## config.mk

```make
export PLATFORM = sky130hd
export DESIGN_NAME = mem_stage_sram_ctrl
export DESIGN_NICKNAME = d
export VERILOG_FILES = /design/src/rtl/mem_stage_sram_ctrl.sv
export SDC_FILE = /design/constraint.sdc
export NUM_CORES = 1
export LEC_CHECK = 0
export CELL_PAD_IN_SITES_DETAIL_PLACEMENT = 1
export CELL_PAD_IN_SITES_GLOBAL_PLACEMENT = 1
export CORE_MARGIN = 2
export CORE_UTILIZATION = 37
export DETAILED_ROUTE_END_ITERATION = 6
export PLACE_DENSITY = 0.91
export SYNTH_ARGS = -nofsm -noshare
export SYNTH_HDL_FRONTEND = slang
export SYNTH_SLANG_ARGS = --single-unit
```

## constraint.sdc

```tcl
create_clock -name clk -period 2.3 [get_ports clk]
set_input_delay 0.46 -clock clk [delete_from_list [all_inputs] [get_ports clk]]
set_output_delay 0.46 -clock clk [all_outputs]
set_load 0.005 [all_outputs]
```

## src/rtl/mem_stage_sram_ctrl.sv

```systemverilog
// MEM-stage SRAM controller: runs each 32-bit load/store as two
// 16-bit SRAM accesses (low half first) while the pipeline is frozen.
module mem_stage_sram_ctrl #(
   parameter int unsigned ADDR_BASE   = 1024,
   parameter int unsigned SRAM_ADDR_W = 18,
   parameter int unsigned WAIT_CYCLES = 2
) (
   input  logic                   clk,
   input  logic                   rst,
   input  logic                   MEM_R_EN_in,
   input  logic                   MEM_W_EN_in,
   input  logic [31:0]            ALU_result_in,
   input  logic [31:0]            ST_val_in,
   output logic                   freeze,
   output logic                   ready,
   output logic [31:0]            read_data,
   output logic [SRAM_ADDR_W-1:0] sram_addr,
   output logic [15:0]            sram_dq_out,
   output logic                   sram_dq_oe,
   input  logic [15:0]            sram_dq_in,
   output logic                   sram_we_n,
   output logic                   sram_oe_n
);

   localparam int unsigned AW = SRAM_ADDR_W - 1;
   localparam int unsigned CW =
      (WAIT_CYCLES > 1) ? $clog2(WAIT_CYCLES) : 1;
   localparam logic [CW-1:0] LP_CNT = CW'(WAIT_CYCLES - 1);

   typedef enum logic [1:0] {
      S_IDLE,
      S_LO,
      S_HI,
      S_DONE
   } state_t;

   state_t                r_state;
   logic [CW-1:0]         r_cnt;
   logic [AW-1:0]         r_word;
   logic [31:0]           r_st;
   logic                  r_ld;
   logic [15:0]           r_rd_lo;
   logic [31:0]           r_read_data;
   logic                  r_ready;
   logic [SRAM_ADDR_W-1:0] r_sram_addr;
   logic [15:0]           r_dq_out;
   logic                  r_dq_oe;
   logic                  r_we_n;
   logic                  r_oe_n;

   logic                  w_req;
   logic [AW-1:0]         w_word;

   assign w_req  = MEM_R_EN_in | MEM_W_EN_in;
   assign w_word = AW'((ALU_result_in - 32'(ADDR_BASE)) >> 2);

   // Access sequencer; SRAM pins are registered alongside the state.
   always_ff @(posedge clk or negedge rst) begin
      if (!rst) begin
         r_state     <= S_IDLE;
         r_cnt       <= '0;
         r_word      <= '0;
         r_st        <= '0;
         r_ld        <= 1'b0;
         r_rd_lo     <= '0;
         r_read_data <= '0;
         r_ready     <= 1'b0;
         r_sram_addr <= '0;
         r_dq_out    <= '0;
         r_dq_oe     <= 1'b0;
         r_we_n      <= 1'b1;
         r_oe_n      <= 1'b1;
      end else begin
         unique case (r_state)
            S_IDLE: begin
               if (w_req) begin
                  r_word      <= w_word;
                  r_st        <= ST_val_in;
                  r_ld        <= MEM_R_EN_in;
                  r_cnt       <= LP_CNT;
                  r_state     <= S_LO;
                  r_sram_addr <= {w_word, 1'b0};
                  if (MEM_R_EN_in) begin
                     r_oe_n <= 1'b0;
                  end else begin
                     r_we_n   <= 1'b0;
                     r_dq_oe  <= 1'b1;
                     r_dq_out <= ST_val_in[15:0];
                  end
               end
            end
            S_LO: begin
               if (r_cnt == '0) begin
                  if (r_ld) r_rd_lo <= sram_dq_in;
                  r_cnt       <= LP_CNT;
                  r_state     <= S_HI;
                  r_sram_addr <= {r_word, 1'b1};
                  r_dq_out    <= r_st[31:16];
               end else begin
                  r_cnt <= r_cnt - 1'b1;
               end
            end
            S_HI: begin
               if (r_cnt == '0) begin
                  if (r_ld) r_read_data <= {sram_dq_in, r_rd_lo};
                  r_state     <= S_DONE;
                  r_ready     <= 1'b1;
                  r_sram_addr <= '0;
                  r_dq_out    <= '0;
                  r_dq_oe     <= 1'b0;
                  r_we_n      <= 1'b1;
                  r_oe_n      <= 1'b1;
               end else begin
                  r_cnt <= r_cnt - 1'b1;
               end
            end
            S_DONE: begin
               r_ready <= 1'b0;
               r_state <= S_IDLE;
            end
            default: r_state <= S_IDLE;
         endcase
      end
   end

   // Stall upstream from request acceptance until the access is done.
   always_comb begin
      freeze = rst & (((r_state == S_IDLE) & w_req) |
                      (r_state == S_LO) | (r_state == S_HI));
   end

   assign ready       = r_ready;
   assign read_data   = r_read_data;
   assign sram_addr   = r_sram_addr;
   assign sram_dq_out = r_dq_out;
   assign sram_dq_oe  = r_dq_oe;
   assign sram_we_n   = r_we_n;
   assign sram_oe_n   = r_oe_n;

endmodule
```

==> impl_metrics.csv, run 1 <==
group,metric,value,unit
status,outcome,"completed",
synthesis,ys_warn_count,0,
critical_path,crit_type,"reg2out",
critical_path,required,1840,ps
critical_path,path_max_fanout,4,
critical_path,cp-start-kind,"register",
synthesis,yosysSeqAreaShare,0.590,
detailed_routing,drtAntennaViolNets,0,
global_route,grt_use_met3,0.0581,
layout,final_common_cell,"clkdlybuf4s50_1",
power,power.density,1570,nW/um2
flow_run,maxCapViolCount,0,
clocking,numCtsBuffers,17,
floorplan,die_y,123,um
clocking,cts_setup_buffers,0,
synthesis,synth_edf_count,0,
global_route,grt_max_degree,124,
detailed_routing,drc_errors,0,
global_route,grt_pass1_wl,22700,um
global_route,grt_pass1_vias,4485,
synthesis,synth_compound_area_frac,0.0925,
power,p_leak,0.00319,uW
synthesis,synth_cells,435,
clocking,path_clk_slew,50,ps
global_route,grt_util_met2,0.346,
placement,io_buffers,139,
clocking,h-tree-depth,4,
detailed_routing,dr.pass1.iters,4,
timing,setup_viol,0,
synthesis,synthAdderAreaFrac,0.0168,
critical_path,crit_arrival,1680,ps
clocking,clock_path_buffers,2,
timing,hold_viol,0,
detailed_routing,wire_per_inst,18.0,um
placement,gp_congestion,0.772,
synthesis,synth.distinct_cells,40,
global_route,top_usage_layer,"met2",
layout,mostFrequentLayoutCells,"137 x clkdlybuf4s50_1, 121 x dfrtp_1, 74 x mux2_2",
synthesis,async_reset_ff_frac,1.00,
layout,antenna_cells,0,
synthesis,ys_ff_latch,123,
global_route,grt_overflow_total,0,
global_route,antenna_found_initial,0,
clocking,cts-root-buf,"clkbuf_16",
timing,tightest_slew,641,ps
layout,drive_above_1_share,0.238,
clocking,cts_tree,"built",
synthesis,synth_xor_area_frac,0.00839,
global_route,grtUsageTotal,0.198,
min_path,hp-class,"in2async",
layout,nets,680,
clocking,cts.sinks,123,
detailed_routing,num_vias,3953,
synthesis,syn-num-nets,526,
detailed_routing,wirelength,14100,um
synthesis,synth_ff_type,"dfrtp_1",
floorplan,initial_core_util,0.377,
timing,drv_slew,0,
floorplan,rows,43,
timing,skew,6.48,ps
timing,fin_crit_sh,0.930,
layout,fill_cells,1433,
layout,syn_to_final_growth,45.2,%
synthesis,synthSimpleGateAreaFrac,0.104,
placement,dp_hpwl,10100,um
synthesis,muxShareOfSynthArea,0.162,
detailed_routing,first_iter_violations,164,
synthesis,synth_area_per_cell,12.0,um2
floorplan,dieArea,15100,um2
synthesis,synth_top_family_by_area,"multiplexers",
timing,rsz0062_at_grt,"no",
clocking,postCtsHoldBufs,0,
synthesis,synth_area,5220,um2
timing,fmax,468,MHz
floorplan,core_area,13800,um2
detailed_routing,vias_per_cell,5.05,
clocking,clock_latency,410,ps
power,vdd_drop_max,0.000704,V
timing,period_needed,2140,ps
power,p_total,11900,uW
critical_path,cp-end-kind,"output pin",
timing,relSlewSlack,0.573,
floorplan,die_width,123,um
global_route,gr-usage-met1,0.227,
floorplan,io_pins,155,
timing,holdWs,177,ps
[registers in the layout, summed over array words and instances (netlist names), 2 cells and up]
name / cells
read_data: 32
r_state: 2
r_rd_lo: 16
r_word: 17
sram_addr: 18
sram_dq_out: 16
r_st: 16
[timing repair]
item,in CTS,in global routing
gates cloned,0,0
setup endpoints to repair,1,12
gates resized for setup,5,6
[synthesized netlist by cell type (7+ instances only)]
master	instances	share of area
dfrtp_1	121	0.58
mux2_2	74	0.16
nor2_1	45	0.032
a21oi_1	33	0.032
nand2_1	24	0.017
a31oi_1	18	0.022
nor2b_1	18	0.022
clkbuf_1	14	0.010
buf_2	11	0.011
o21ai_0	10	0.0096
inv_1	8	0.0058
ha_1	7	0.017
[layer usage]
| layer | wire length (um) | up-vias | share of wire |
|---|---|---|---|
| met5 | 0 | - | 0 |
| met4 | 259 | 0 | 0.018 |
| met3 | 838 | 20 | 0.059 |
| met2 | 7300 | 120 | 0.52 |
| met1 | 5710 | 1978 | 0.40 |
| li1 | - | 1835 | - |
[per-stage QoR]
| stage | util | setup slack (ps) | TNS [ps] | cell area [um2] | instances |
|---|---|---|---|---|---|
| floorplan | - | 436 | 0 | 5220 | 435 |
| CTS | 0.547 | -4.45 | -4.45 | 7560 | 782 |
| global route | 0.548 | 8.98 | 0 | 7580 | 782 |
| finish | 0.548 | 162 | 0 | 7580 | 782 |
| global placement | 0.502 | -68.6 | -68.6 | 6950 | 750 |
| detailed placement | 0.502 | -160 | -424 | 6950 | 750 |
[path summary, 6_finish.rpt]
| path | start | end | slack [ps] | cells past startpoint |
|---|---|---|---|---|
| min in group clk | r_ld | r_ld | 470 | 2 |
| worst max register to register | r_state[1] | sram_addr[16] | 180 | 8 |
| worst min register to register | r_ld | r_ld | 470 | 2 |
| worst min-delay path | rst | read_data[17] | 180 | 2 |
| worst max-delay path | r_state[1] | freeze | 160 | 5 |
| max in group asynchronous | rst | r_st[20] | 1650 | 2 |
[area by class of cell]
class | instances | area (um2) | share of cell area
timing repair buffer | 160 | 1590 | 0.209
sequential | 123 | 3080 | 0.406
inverter | 8 | 30.0 | 0.00396
multi-input combinational | 279 | 2050 | 0.270
clock buffer | 18 | 439 | 0.0579
tap | 180 | 225 | 0.0297
clock inverter | 14 | 170 | 0.0224
[cell families after synthesis]
family | after synthesis
DFF | 123
xor gates and xnor gates | 5
muxes | 75
AOI/OAI and AO/OA | 81
buffers and inverters | 33
adders and majority gates | 7
and+or+nand+nor | 111
[report_power, final]
group	internal [uW]	switching (uW)	total, uW
Sequential	3320	651	3970
Clock	1730	956	2690
Combinational	2840	2440	5280
Total	7890	4050	11900
[critical path: stages (launching register included)]
cell and delay [ps]:
dfrtp_1 420, inv_2 130, ha_1 210, nor2_1 80, a21boi_1 180, clkdlybuf4s15_2 260
Power figures use the tool's default switching activity.
==> run 2, diff against run 1 <==
Settings changed: TNS_END_PERCENT set to 30.
==> results of run 2 <==
The final DEF is identical to that of run 1; final timing and power are the same.
